==> config.mk <==
export PLATFORM = sky130hd
export DESIGN_NAME = result_packer
export DESIGN_NICKNAME = d
export VERILOG_FILES = /design/src/rtl/result_packer_pkg.sv /design/src/rtl/result_skid_fifo.sv /design/src/rtl/result_packer.sv
export SDC_FILE = /design/constraint.sdc
export NUM_CORES = 1
export LEC_CHECK = 0
export ABC_AREA = 0
export CAP_MARGIN = 10
export CORE_MARGIN = 3
export CORE_UTILIZATION = 56
export CTS_CLUSTER_DIAMETER = 120
export CTS_CLUSTER_SIZE = 8
export DETAILED_ROUTE_END_ITERATION = 12
export PLACE_DENSITY = 0.91
export SYNTH_ARGS = -nofsm -noshare
export SYNTH_HDL_FRONTEND = slang
export SYNTH_SLANG_ARGS = --single-unit
export TNS_END_PERCENT = 10
==> constraint.sdc <==
create_clock -name clk -period 2.75 [get_ports clk]
set_input_delay 0.55 -clock clk [delete_from_list [all_inputs] [get_ports clk]]
set_output_delay 0.55 -clock clk [all_outputs]
set_load 0.01 [all_outputs]
==> src/rtl/result_packer_pkg.sv <==
// ---------------------------------------------------------------------------
// result_packer_pkg
//   Shared definitions for the result packer slice.
//   - pk_state_t : packer FSM state encodings (PK_EMPTY, PK_HALF, PK_FLUSH)
//   - PK_PAD_DEFAULT : default filler for the empty half of an odd flush word
//   - RESULT_W : width of one engine result, independent of burst length
// ---------------------------------------------------------------------------
package result_packer_pkg;

  localparam int          RESULT_W       = 16;
  localparam logic [15:0] PK_PAD_DEFAULT = 16'h0000;

  typedef enum logic [1:0] {
    PK_EMPTY = 2'd0,  // no half-word held
    PK_HALF  = 2'd1,  // first result of a pair held in low_reg
    PK_FLUSH = 2'd2   // flush requested, waiting for the skid to drain
  } pk_state_t;

endpackage

==> src/rtl/result_skid_fifo.sv <==
// ---------------------------------------------------------------------------
// result_skid_fifo
//   Small first-word-fall-through FIFO holding packed result words while the
//   downstream result FIFO is full. Storage is a register array written on
//   push; the head entry is read combinationally from that registered storage.
//
// Ports:
//   clk, rst   : clock, asynchronous active-high reset (pointers only)
//   push       : write push_data (ignored when full unless pop is also high)
//   push_data  : word to store
//   pop        : remove the head entry (ignored when empty)
//   head_data  : current head entry
//   full/empty : occupancy flags
//
// DEPTH must be a power of two and at least 2.
// ---------------------------------------------------------------------------
module result_skid_fifo #(
  parameter int WIDTH = 32,
  parameter int DEPTH = 4
) (
  input  logic             clk,
  input  logic             rst,
  input  logic             push,
  input  logic [WIDTH-1:0] push_data,
  input  logic             pop,
  output logic [WIDTH-1:0] head_data,
  output logic             full,
  output logic             empty
);

  localparam int AW = $clog2(DEPTH);

  logic [WIDTH-1:0] mem [DEPTH];
  // One extra pointer bit distinguishes full from empty.
  logic [AW:0]      wr_ptr_reg;
  logic [AW:0]      rd_ptr_reg;
  logic             do_push;
  logic             do_pop;

  assign empty = (wr_ptr_reg == rd_ptr_reg);
  assign full  = (wr_ptr_reg[AW] != rd_ptr_reg[AW]) &&
                 (wr_ptr_reg[AW-1:0] == rd_ptr_reg[AW-1:0]);

  // A push while full is legal when the head leaves in the same cycle.
  assign do_pop  = pop && !empty;
  assign do_push = push && (!full || do_pop);

  always_ff @(posedge clk or posedge rst) begin
    if (rst) begin
      wr_ptr_reg <= '0;
      rd_ptr_reg <= '0;
    end else begin
      if (do_push) wr_ptr_reg <= wr_ptr_reg + 1'b1;
      if (do_pop)  rd_ptr_reg <= rd_ptr_reg + 1'b1;
    end
  end

  // Storage carries no reset so it can map onto distributed/block memory.
  always_ff @(posedge clk) begin
    if (do_push) mem[wr_ptr_reg[AW-1:0]] <= push_data;
  end

  assign head_data = mem[rd_ptr_reg[AW-1:0]];

endmodule

==> src/rtl/result_packer.sv <==
// ---------------------------------------------------------------------------
// result_packer
//   Packs pairs of 16-bit engine results into 32-bit result FIFO words.
//   The engine cannot be stalled, so short FIFO-full periods are absorbed by
//   a small skid FIFO; anything beyond that is dropped and flagged. A flush
//   pads an odd trailing result, drains the skid and pulses flush_done.
//
// Ports:
//   clk, rst    : clock, asynchronous active-high reset
//   in_valid    : engine result strobe
//   in_data     : engine result
//   flush       : one-cycle pulse, no more results for this layer
//   fifo_full   : result FIFO full flag
//   out_wr_en   : result FIFO write enable (combinational)
//   out_data    : packed word (skid head)
//   busy        : half-word held, skid non-empty or flush in progress
//   flush_done  : one-cycle pulse once a flush has fully drained
//   overflow    : sticky, a result or packed word was dropped
//   in_count    : results accepted since reset (wraps)
//   out_count   : words written to the FIFO since reset (wraps)
//
// Build option: define RESULT_PACKER_HI_FIRST_EN to place the first result
// of a pair in the upper half (odd flush then gives {first, PAD_VALUE}).
// ---------------------------------------------------------------------------
module result_packer
  import result_packer_pkg::*;
#(
  parameter int                DATA_W     = RESULT_W,
  parameter int                SKID_DEPTH = 4,
  parameter int                CNT_W      = 16,
  parameter logic [DATA_W-1:0] PAD_VALUE  = PK_PAD_DEFAULT
) (
  input  logic                clk,
  input  logic                rst,
  input  logic                in_valid,
  input  logic [DATA_W-1:0]   in_data,
  input  logic                flush,
  input  logic                fifo_full,
  output logic                out_wr_en,
  output logic [2*DATA_W-1:0] out_data,
  output logic                busy,
  output logic                flush_done,
  output logic                overflow,
  output logic [CNT_W-1:0]    in_count,
  output logic [CNT_W-1:0]    out_count
);

  pk_state_t           state_reg, state_next;
  logic [DATA_W-1:0]   low_reg, low_next;
  logic                overflow_reg;
  logic [CNT_W-1:0]    in_count_reg;
  logic [CNT_W-1:0]    out_count_reg;

  logic                push;
  logic [2*DATA_W-1:0] push_word;
  logic                accept;
  logic                in_drop;
  logic                skid_full;
  logic                skid_empty;
  logic                skid_drop;

`ifdef RESULT_PACKER_HI_FIRST_EN
  function automatic logic [2*DATA_W-1:0] pack_pair(input logic [DATA_W-1:0] first,
                                                    input logic [DATA_W-1:0] second);
    return {first, second};
  endfunction
  function automatic logic [2*DATA_W-1:0] pack_pad(input logic [DATA_W-1:0] first);
    return {first, PAD_VALUE};
  endfunction
`else
  function automatic logic [2*DATA_W-1:0] pack_pair(input logic [DATA_W-1:0] first,
                                                    input logic [DATA_W-1:0] second);
    return {second, first};
  endfunction
  function automatic logic [2*DATA_W-1:0] pack_pad(input logic [DATA_W-1:0] first);
    return {PAD_VALUE, first};
  endfunction
`endif

  // The sample of a cycle is handled first; a coincident flush then acts on
  // the state that sample produced.
  always_comb begin
    state_next = state_reg;
    low_next   = low_reg;
    push       = 1'b0;
    push_word  = '0;
    accept     = 1'b0;
    in_drop    = 1'b0;
    flush_done = 1'b0;
    unique case (state_reg)
      PK_EMPTY: begin
        if (in_valid) begin
          accept     = 1'b1;
          low_next   = in_data;
          state_next = PK_HALF;
        end
        if (flush) begin
          // A sample just latched is now an odd trailing result.
          if (in_valid) begin
            push      = 1'b1;
            push_word = pack_pad(in_data);
          end
          state_next = PK_FLUSH;
        end
      end
      PK_HALF: begin
        if (in_valid) begin
          accept     = 1'b1;
          push       = 1'b1;
          push_word  = pack_pair(low_reg, in_data);
          state_next = PK_EMPTY;
        end
        if (flush) begin
          if (!in_valid) begin
            push      = 1'b1;
            push_word = pack_pad(low_reg);
          end
          state_next = PK_FLUSH;
        end
      end
      PK_FLUSH: begin
        in_drop = in_valid;
        if (skid_empty) begin
          flush_done = 1'b1;
          state_next = PK_EMPTY;
        end
      end
      default: state_next = PK_EMPTY;
    endcase
  end

  assign out_wr_en = !skid_empty && !fifo_full;
  assign skid_drop = push && skid_full && !out_wr_en;

  result_skid_fifo #(
    .WIDTH (2*DATA_W),
    .DEPTH (SKID_DEPTH)
  ) u_skid (
    .clk       (clk),
    .rst       (rst),
    .push      (push),
    .push_data (push_word),
    .pop       (out_wr_en),
    .head_data (out_data),
    .full      (skid_full),
    .empty     (skid_empty)
  );

  always_ff @(posedge clk or posedge rst) begin
    if (rst) begin
      state_reg     <= PK_EMPTY;
      low_reg       <= '0;
      overflow_reg  <= 1'b0;
      in_count_reg  <= '0;
      out_count_reg <= '0;
    end else begin
      state_reg <= state_next;
      low_reg   <= low_next;
      if (in_drop || skid_drop) overflow_reg  <= 1'b1;
      if (accept)               in_count_reg  <= in_count_reg + 1'b1;
      if (out_wr_en)            out_count_reg <= out_count_reg + 1'b1;
    end
  end

  assign busy      = (state_reg != PK_EMPTY) || !skid_empty;
  assign overflow  = overflow_reg;
  assign in_count  = in_count_reg;
  assign out_count = out_count_reg;

endmodule
# Yosys cells after proc, flatten, opt, wreduce, memory -nomap -nowiden
# Memories as Yosys holds them, arrays and structs flattened.
# Cells that the tools add are included.
[totals]
reg_bits = 57
latch_bits = 0
ramBits = 128
romBits = 0
in_bits = 21
out_inout_bits = 68
word_cells = 61
memories = 1
[mem_list]
columns = ["name", "depth", "word_bits", "read_ports", "rd_clocked_by_memory_dff", "wr", "line_no", "text"]
rows = [
  ["u_skid.mem", 4, 32, 1, 0, 1, "result_skid_fifo.sv:33", "logic [WIDTH-1:0] mem [DEPTH];"],
]
[op_classes]
add_sub_neg = 4
mul = 0
div_mod_pow = 0
n_lt_le_gt_ge = 0
eq_ne = 8
shifts = 0
mux = 23
bitwise_logic = 0
reduce_logical = 18
[op_table]
columns = ["cell", "n"]
rows = [
  ["two-way mux 32 bit", 3],
  ["one-hot mux 32 bit (2 select lines)", 1],
  ["adder 16 x 1 -> 16 bit, second input constant", 2],
  ["two-way mux 16 bit", 2],
  ["two-way mux 1 bit", 10],
  ["two-way mux 2 bit", 5],
  ["adder 3 x 1 -> 3 bit, second input constant", 2],
  ["logical AND 1 bit", 6],
  ["inequality test 3 bit, second input constant", 2],
  ["one-hot mux 2 bit (3 select lines)", 1],
  ["zero test 1 bit", 4],
  ["== test 3 bit", 1],
  ["logical OR 1 bit", 3],
  ["AND reduction 3 bit", 1],
  ["== test 2 x 1 -> 1 bit, second input constant", 1],
  ["== test 2 bit", 1],
  ["== test 2 bit, second input constant", 1],
  ["zero test 2 bit", 1],
  ["inequality test 2 x 1 -> 1 bit, second input constant", 1],
  ["one-hot mux 1 bit (2 select lines)", 1],
  ["AND reduction 2 bit", 1],
  ["nonzero test 2 bit", 1],
  ["OR reduction 2 bit", 1],
  ["inequality test 1 bit", 1],
]

# Logic depth before layout (Yosys ltp)
# Gate-level depths: netlist of the first run.
[depth]
word_depth = 8
depth_mapped = 7
depth_no_buf = 5

# Cells and area by module
# From an unflattened synthesis of the first run, not the netlist that was laid out.
[hier_totals]
cells_unflattened = 414
area_unflattened_um2 = 7598.5
[modules_own_cells]
columns = ["module", "instances", "cells_each", "area_per_inst_um2", "seq_area_each_um2"]
rows = [
  ["result_skid_fifo", 1, 204, 5071.1, 3993.8],
  ["result_packer", 1, 210, 2527.4, 1276.2],
]

# Least setup slack after synthesis of the first run
# No wires, ideal clock.
[synth_path]
path_type = "input port to flip-flop"
start = "input port in_valid"
end = "memory u_skid.mem[3][0] (enable)"
setup_ps = 394
t_arrival_ps = 1873
required_time_ps = 2356
slack_ps = 483
cell_stages = 4
n_path_buf = 1
path_cell_list = "buf_4 o21ai_1 a21oi_2 and3_1"
[synth_between]
elab_chain_len = 7
elab_cells_between_ends = 8
classes_between = "7 x mux; 1 x reduce/logical"
[synth_lines]
columns = ["item", "line_no", "text"]
rows = [
  ["start, declared", "result_packer.sv:35", "input logic in_valid,"],
  ["two-way mux 1 bit", "result_packer.sv:99, result_packer.sv:107", ""],
  ["two-way mux 1 bit", "result_packer.sv:114", "if (!in_valid) begin"],
  ["two-way mux 1 bit", "result_packer.sv:113", "if (flush) begin"],
  ["one-hot mux 1 bit (2 select lines) (*)", "result_packer.sv:90", "unique case (state_reg)"],
  ["logical AND 1 bit (*)", "result_skid_fifo.sv:46", "assign do_push = push && (!full || do_pop);"],
  ["two-way mux 1 bit (*)", "result_skid_fifo.sv:60", "if (do_push) mem[wr_ptr_reg[AW-1:0]] <= push_data;"],
  ["two-way mux 1 bit (not written as such) (*)", "result_skid_fifo.sv:60", ""],
  ["end, declared", "result_skid_fifo.sv:33", ""],
]
# Every way passes the cells marked *; elsewhere a longest branch is shown, timed or not.

# Worst setup path after layout of the first run
[layout_path]
start = "register u_skid.rd_ptr_reg[0]"
end = "output port out_data[7]"
[layout_between]
elab_chain_len = 1
[layout_lines]
columns = ["item", "line_no", "text"]
rows = [
  ["start, declared", "result_skid_fifo.sv:36", "logic [AW:0] rd_ptr_reg;"],
  ["start signal, assigned", "result_skid_fifo.sv:54", "if (do_pop) rd_ptr_reg <= rd_ptr_reg + 1'b1;"],
  ["memory read (4 x 32 bit)", "n/a", ""],
  ["end, declared", "result_packer.sv:40", "output logic [2*DATA_W-1:0] out_data,"],
]
# Every way passes these cells.

==> impl_metrics.yaml, run 1 <==
route:
  via_per_inst: 6.051
  first_iter_violations: 404
  drc: 0
  wl_per_cell_um: 23.21
  ant_nets: 0
  wirelength_mm: 16.44
  dr.pass1.iters: 4
  dr_total_vias: 4284
job:
  maxCapViolCount: 0
power_and_ir_drop:
  clkPwrFrac: 0.258
  ir_drop_v: 0.0005371
  p_leak_nw: 3.520
  p_sw_mw: 2.611
  p_int_mw: 6.325
  p_comb_frac: 0.323
  swShare: 0.2922
  p_seq_frac: 0.419
  p_per_area_mw_per_mm2: 955.6
yosys:
  ys.flop_type: "edfxtp_1"
  yosysSeqAreaShare: 0.6953
  syn_nets: 444
  synthAdderAreaFrac: 0.01155
  synth_seq_cells: 185
  synthCells: 416
  synth_area_mm2: 0.007580
  muxShareOfSynthArea: 0.1307
  synth-xor-area-share: 0.04837
  synthSimpleGateAreaFrac: 0.06817
  synth_edf_count: 128
  yosys_warnings: 0
  synth_area_per_cell_um2: 18.22
  synth_compound_area_frac: 0.02608
  synth_top_family_by_area: "multiplexers"
  async_flop_share: 0.3081
  synth.distinct_cells: 42
final_layout:
  utilization: 0.7234
  diodes: 0
  layout-drive-gt1-share: 0.2034
  fin_cells: 708
  synthToLayoutAreaGrowth_pct: 23.37
  largest_register_ffs: 128
  fin_nets: 551
  fillCellCount: 767
grt:
  grt_pass1_wl_mm: 25.93
  grt_overflow_total: 0
  grt_max_degree: 33
  antenna_found_initial: 0
  grt_util_all_layers: 0.2355
  grt_pass1_vias: 4573
clock_tree:
  ctsHoldBuffers: 0
  clock_latency_ps: 420
  htree_levels: 4
  cts_buffers: 17
  ctsRootBufferMaster: "clkbuf_16"
  cts_max_path_buffers: 2
  clkTransAtPathRegs_ps: 70
  cts_tree: "built"
  cts_sinks: 185
die:
  die_y_um: 122.3
  core_mm2: 0.01293
  fp-row-count: 41
  start_util: 0.5863
  dieArea_mm2: 0.01497
  io_pins: 89
  die_w_um: 122.3
sta:
  fin_crit_ps: 2680
  finalSetupTns_ps: 0
  worstMarginPinSlew_ps: 934.6
  setup_violations: 0
  grt_setup_unrepaired: "false"
  fmax_ghz: 0.3732
  timing.final.ws_setup_ps: 70.32
  finalCritPeriodShare: 0.9744
  relSlewSlack: 0.3747
  maxSlewViolCount: 0
  skew_ps: 7.569
  hold_violations: 0
critical_path:
  crit_type: "flip-flop to primary output"
  crit_fanout: 16
  rr_worst_depth: 2
  critPathLaunchType: "flip-flop"
  required_ps: 2200
  worst_ep_arrival_time_ps: 2130
  end_kind: "primary output"
place:
  io_buffers: 88
  dp_slack_ps: 95.97
  gp_congestion: 0.7935
  hpwl_mm: 9.986
  placed_cells: 672
min_path:
  worstHoldPathCells: 1
  hold_path.class: "flip-flop to flip-flop"
outcome:
  status: "completed"
synth_stat cells, types with 2 or more instances:
master / count / area (µm²)
a22o_1: 10 / 87.58
a22oi_1: 5 / 37.54
and2_1: 3 / 18.77
and3_1: 27 / 168.9
and4_1: 6 / 52.55
buf_2: 3 / 15.01
buf_4: 2 / 15.01
buf_6: 6 / 67.56
clkbuf_1: 9 / 33.78
dfrtp_1: 57 / 1426
edfxtp_1: 128 / 3844
ha_1: 7 / 87.58
inv_1: 5 / 18.77
mux2_2: 8 / 90.09
mux2_4: 12 / 180.2
mux4_2: 32 / 720.7
nand2_1: 7 / 26.28
nand3_1: 9 / 45.04
nand4_1: 12 / 75.07
nor2_1: 9 / 33.78
nor2b_1: 2 / 12.51
nor3_1: 2 / 10.01
o21ai_1: 2 / 10.01
xnor2_1: 27 / 236.5
xnor2_2: 2 / 32.53
xor2_1: 8 / 70.07
layout make-up:
cell class / count / area [µm²] / share of cell area
multi-input combinational: 206 / 2173 / 0.2324
timing repair buffer: 108 / 1119 / 0.1196
clock buffer: 20 / 446.7 / 0.04777
tap: 172 / 215.2 / 0.02301
clock inverter: 12 / 107.6 / 0.01151
inverter: 5 / 18.77 / 0.002007
sequential: 185 / 5271 / 0.5637
kinds of logic after synthesis:
kind of cell	count (synthesis)
simple gates	85
fa+ha+maj	7
buf+inv	25
mux	52
xor+xnor	38
compound gates	24
flops	185
what timing repair did:
action                                 4_1_cts  5_1_grt
buffers inserted                             3        0
gates cloned                                 1        0
setup endpoints to repair                   34       16
pin swaps                                    0        0
endpoints found under the hold margin        0        0
resized for setup                           21        4
through the flow:
stage / total power [mW] / hold WS [ps] / cell area [µm²]
after floorplan: 5.436 / 481.0 / 7580
after global placement: 6.530 / 471.0 / 8743
after detailed placement: 6.619 / 462.3 / 8743
after CTS: 8.967 / 486.7 / 9340
after global routing: 9.317 / 496.9 / 9351
final: 8.936 / 483.8 / 9351
worst max-delay path, cell delays in order (launching register included):
cell and delay [ps]:
dfrtp_2 470, buf_16 210, mux4_2 530, clkdlybuf4s50_1 490
cells in the final DEF (no fill, tap or decap), types with 3 or more instances in the layout:
cell type,instances
inv_1,4
xor2_1,8
clkbuf_16,17
and2_1,3
buf_4,12
mux2_2,8
nand2_1,7
clkdlybuf4s50_1,69
and4_1,6
xnor2_1,27
mux2_4,12
mux4_2,32
a22oi_1,5
dlygate4sd2_1,18
clkinv_2,5
edfxtp_1,128
clkinv_1,4
dfrtp_1,56
and3_1,27
ha_1,7
buf_12,7
a22o_1,10
nor2_1,9
nand4_1,12
nand3_1,9
final timing paths:
path                                      start                    to  slack (ps)
min                               out_count[15]         out_count[15]         480
min reg2reg                       out_count[15]         out_count[15]         480
min in group asynchronous                   rst           in_count[3]         540
max reg2reg                        state_reg[1]      u_skid.mem[1][2]         820
max in group asynchronous                   rst  u_skid.rd_ptr_reg[0]        1610
max                        u_skid.rd_ptr_reg[0]           out_data[7]          70
power groups by stage:
stage	Sequential [mW]	Combinational [mW]	Clock, mW
final	3.75	2.89	2.30
after global routing	3.78	3.08	2.45
after CTS	3.73	2.90	2.33
after detailed placement	3.76	2.86	0
after global placement	3.73	2.80	0
after floorplan	3.68	1.76	0
metal layers:
metal	track usage	part of all wire
met5	0	0
met4	0.09167	0.023
met3	0.05991	0.066
met2	0.3851	0.51
met1	0.3072	0.40
Power figures use the tool's default switching activity.
==> run 2: changes to the inputs <==
--- a/config.mk
+++ b/config.mk
@@ -8,11 +8,11 @@
 export ABC_AREA = 0
 export CAP_MARGIN = 10
 export CORE_MARGIN = 3
-export CORE_UTILIZATION = 56
+export CORE_UTILIZATION = 60
 export CTS_CLUSTER_DIAMETER = 120
 export CTS_CLUSTER_SIZE = 8
 export DETAILED_ROUTE_END_ITERATION = 12
-export PLACE_DENSITY = 0.91
+export PLACE_DENSITY = 0.95
 export SYNTH_ARGS = -nofsm -noshare
 export SYNTH_HDL_FRONTEND = slang
 export SYNTH_SLANG_ARGS = --single-unit
==> constraint.sdc (replaced) <==
create_clock -name clk -period 3.45 [get_ports clk]
set_input_delay 0.69 -clock clk [delete_from_list [all_inputs] [get_ports clk]]
set_output_delay 0.69 -clock clk [all_outputs]
set_load 0.01 [all_outputs]
==> run 2 against run 1 <==
Effect of this change:
- sequential power decreased by 21%
- utilization rose by 3.3 points
- count of clock-buffer cells in the layout fell by 2
- power shrank 21%
- largest cell class unchanged
- hold slack lost 7.8 ps
- die area fell by 6.3%
- global-route usage decreased by 0.43 points
==> impl_metrics.yaml, run 2 (synthesis gave the netlist of run 1 again) <==
outcome:
  status: "completed"
clock_tree:
  ctsHoldBuffers: 0
  ctsRootBufferMaster: "clkbuf_16"
  ctsResizeCount: 0
  clock_latency_ps: 430
  cts_sinks: 185
  htree_levels: 4
  cts_max_path_buffers: 2
  clkTransAtPathRegs_ps: 70
  cts_setup_buffers: 0
  cts_buffers: 17
  cts_tree: "built"
min_path:
  hold_end: "out_count[15]"
  worstHoldPathCells: 1
  hold_path.class: "flip-flop to flip-flop"
  worstHoldStart: "out_count[15]"
critical_path:
  crit_type: "flip-flop to primary output"
  crit_fanout: 15
  path_cells: "buf_4 > mux4_2 > clkdlybuf4s50_1"
  worst_ep_arrival_time_ps: 2380
  rr_worst_depth: 4
  path_delay_family: "buffers and inverters"
  critPathLaunchType: "flip-flop"
  worst-path-buf-inv: 2
  end_kind: "primary output"
  required_ps: 2760
  max_stage_delay_ps: 590
  rr_startpoint: "state_reg[0]"
  critical-path-slowest-cell: "mux4_2"
  worst-r2r-setup-slack_ps: 910
  rr_endpoint: "u_skid.mem[2][16]"
final_layout:
  diodes: 0
  synthToLayoutAreaGrowth_pct: 21.43
  layout-drive-gt1-share: 0.2042
  fin_cells: 697
  fin_nets: 544
  fillCellCount: 686
  final_common_cell: "edfxtp_1"
  largest_register_ffs: 128
  utilization: 0.7568
  layout_common_cells: "edfxtp_1 (128), clkdlybuf4s50_1 (88), dfrtp_1 (56)"
power_and_ir_drop:
  p_sw_mw: 2.066
  swShare: 0.2940
  p_int_mw: 4.961
  total_power_mw: 7.027
  clkPwrFrac: 0.259
  p_comb_frac: 0.318
  ir_drop_v: 0.0004995
  p_per_area_mw_per_mm2: 763.5
  p_seq_frac: 0.423
  p_leak_nw: 3.411
grt:
  groute.layer.met2.usage: 0.3712
  antenna_found_initial: 0
  busiest_layer: "met2"
  grt_pass1_vias: 4578
  grt_util_all_layers: 0.2312
  grt_max_degree: 35
  grt_pass1_wl_mm: 24.74
  met1_usage: 0.3029
  grt_overflow_total: 0
  met3_usage: 0.06029
place:
  hpwl_mm: 9.505
  io_buffers: 88
  gp_congestion: 0.7669
  placed_cells: 665
die:
  die_y_um: 118.4
  die_w_um: 118.4
  core_mm2: 0.01216
  start_util: 0.6233
  fp-row-count: 40
  dieArea_mm2: 0.01402
  io_pins: 89
sta:
  skew_ps: 6.962
  relSlewSlack: 0.4368
  finalSetupTns_ps: 0
  maxSlewViolCount: 0
  worstMarginPinSlew_ps: 844.8
  fmax_ghz: 0.3261
  fin_hold_ws_ps: 476.0
  finalCritPeriodShare: 0.8889
  grt_setup_unrepaired: "false"
  hold_violations: 0
  setup_violations: 0
  fin_crit_ps: 3067
route:
  dr_total_vias: 4227
  wirelength_mm: 15.27
  first_iter_violations: 427
  ant_nets: 0
  drc: 0
  wl_per_cell_um: 21.90
  via_per_inst: 6.065
  dr.pass1.iters: 4
job:
  maxCapViolCount: 0
-- run 2: cell type report --
class | count | area (µm²) | area share
Clock buffer | 18 | 439.2 | 0.04772
Tap cell | 168 | 210.2 | 0.02284
Timing Repair Buffer | 101 | 978.4 | 0.1063
Clock inverter | 14 | 123.9 | 0.01346
Multi-Input combinational cell | 206 | 2162 | 0.2349
Inverter | 5 | 18.77 | 0.002039
Sequential cell | 185 | 5271 | 0.5727
-- run 2: worst register-to-register path, cell delays in order, from the launching register on --
cell	delay (ps)
dfrtp_1	900
o21ai_1	270
a21oi_2	350
and3_1	220
buf_4	440
-- run 2: power groups by stage --
| stage | Combinational, mW | Sequential, mW | Clock [mW] |
|---|---|---|---|
| floorplan | 1.40 | 2.93 | 0 |
| global placement | 2.18 | 2.98 | 0 |
| detailed placement | 2.23 | 3.01 | 0 |
| CTS | 2.26 | 2.97 | 1.85 |
| global route | 2.40 | 3.01 | 1.94 |
| finish | 2.23 | 2.97 | 1.82 |
-- run 2: per-stage QoR --
stage          area (µm²)  setup slack, ps
2_1_floorplan        7580             1043
4_1_cts              9204            316.8
5_1_grt              9204            242.8
3_5_place_dp         8641            680.2
6_report             9204            383.2
3_3_place_gp         8641            767.6
-- run 2: layer usage --
| metal | share of wire | vias up |
|---|---|---|
| met5 | 0 | - |
| met3 | 0.065 | 30 |
| met4 | 0.023 | 0 |
| met2 | 0.50 | 177 |
| met1 | 0.41 | 2199 |
| li1 | - | 1821 |
-- run 2: worst max path at each step --
stage	start	endpoint	slack, ps	cells after the start
floorplan	in_valid	u_skid.mem[3][0]	1040	4
global placement	in_valid	u_skid.mem[1][20]	770	5
detailed placement	in_valid	u_skid.mem[3][17]	680	5
CTS	u_skid.rd_ptr_reg[0]	out_data[11]	320	3
global route	u_skid.rd_ptr_reg[0]	out_data[11]	240	3
finish	u_skid.rd_ptr_reg[0]	out_data[11]	380	3
==> run 3: changes to the inputs <==
--- a/config.mk
+++ b/config.mk
@@ -13,6 +13,7 @@
 export CTS_CLUSTER_SIZE = 8
 export DETAILED_ROUTE_END_ITERATION = 12
 export PLACE_DENSITY = 0.95
+export SKIP_CTS_REPAIR_TIMING = 1
 export SYNTH_ARGS = -nofsm -noshare
 export SYNTH_HDL_FRONTEND = slang
 export SYNTH_SLANG_ARGS = --single-unit
==> results of run 3 <==
Final layout, timing and power as in run 2 (identical DEF).
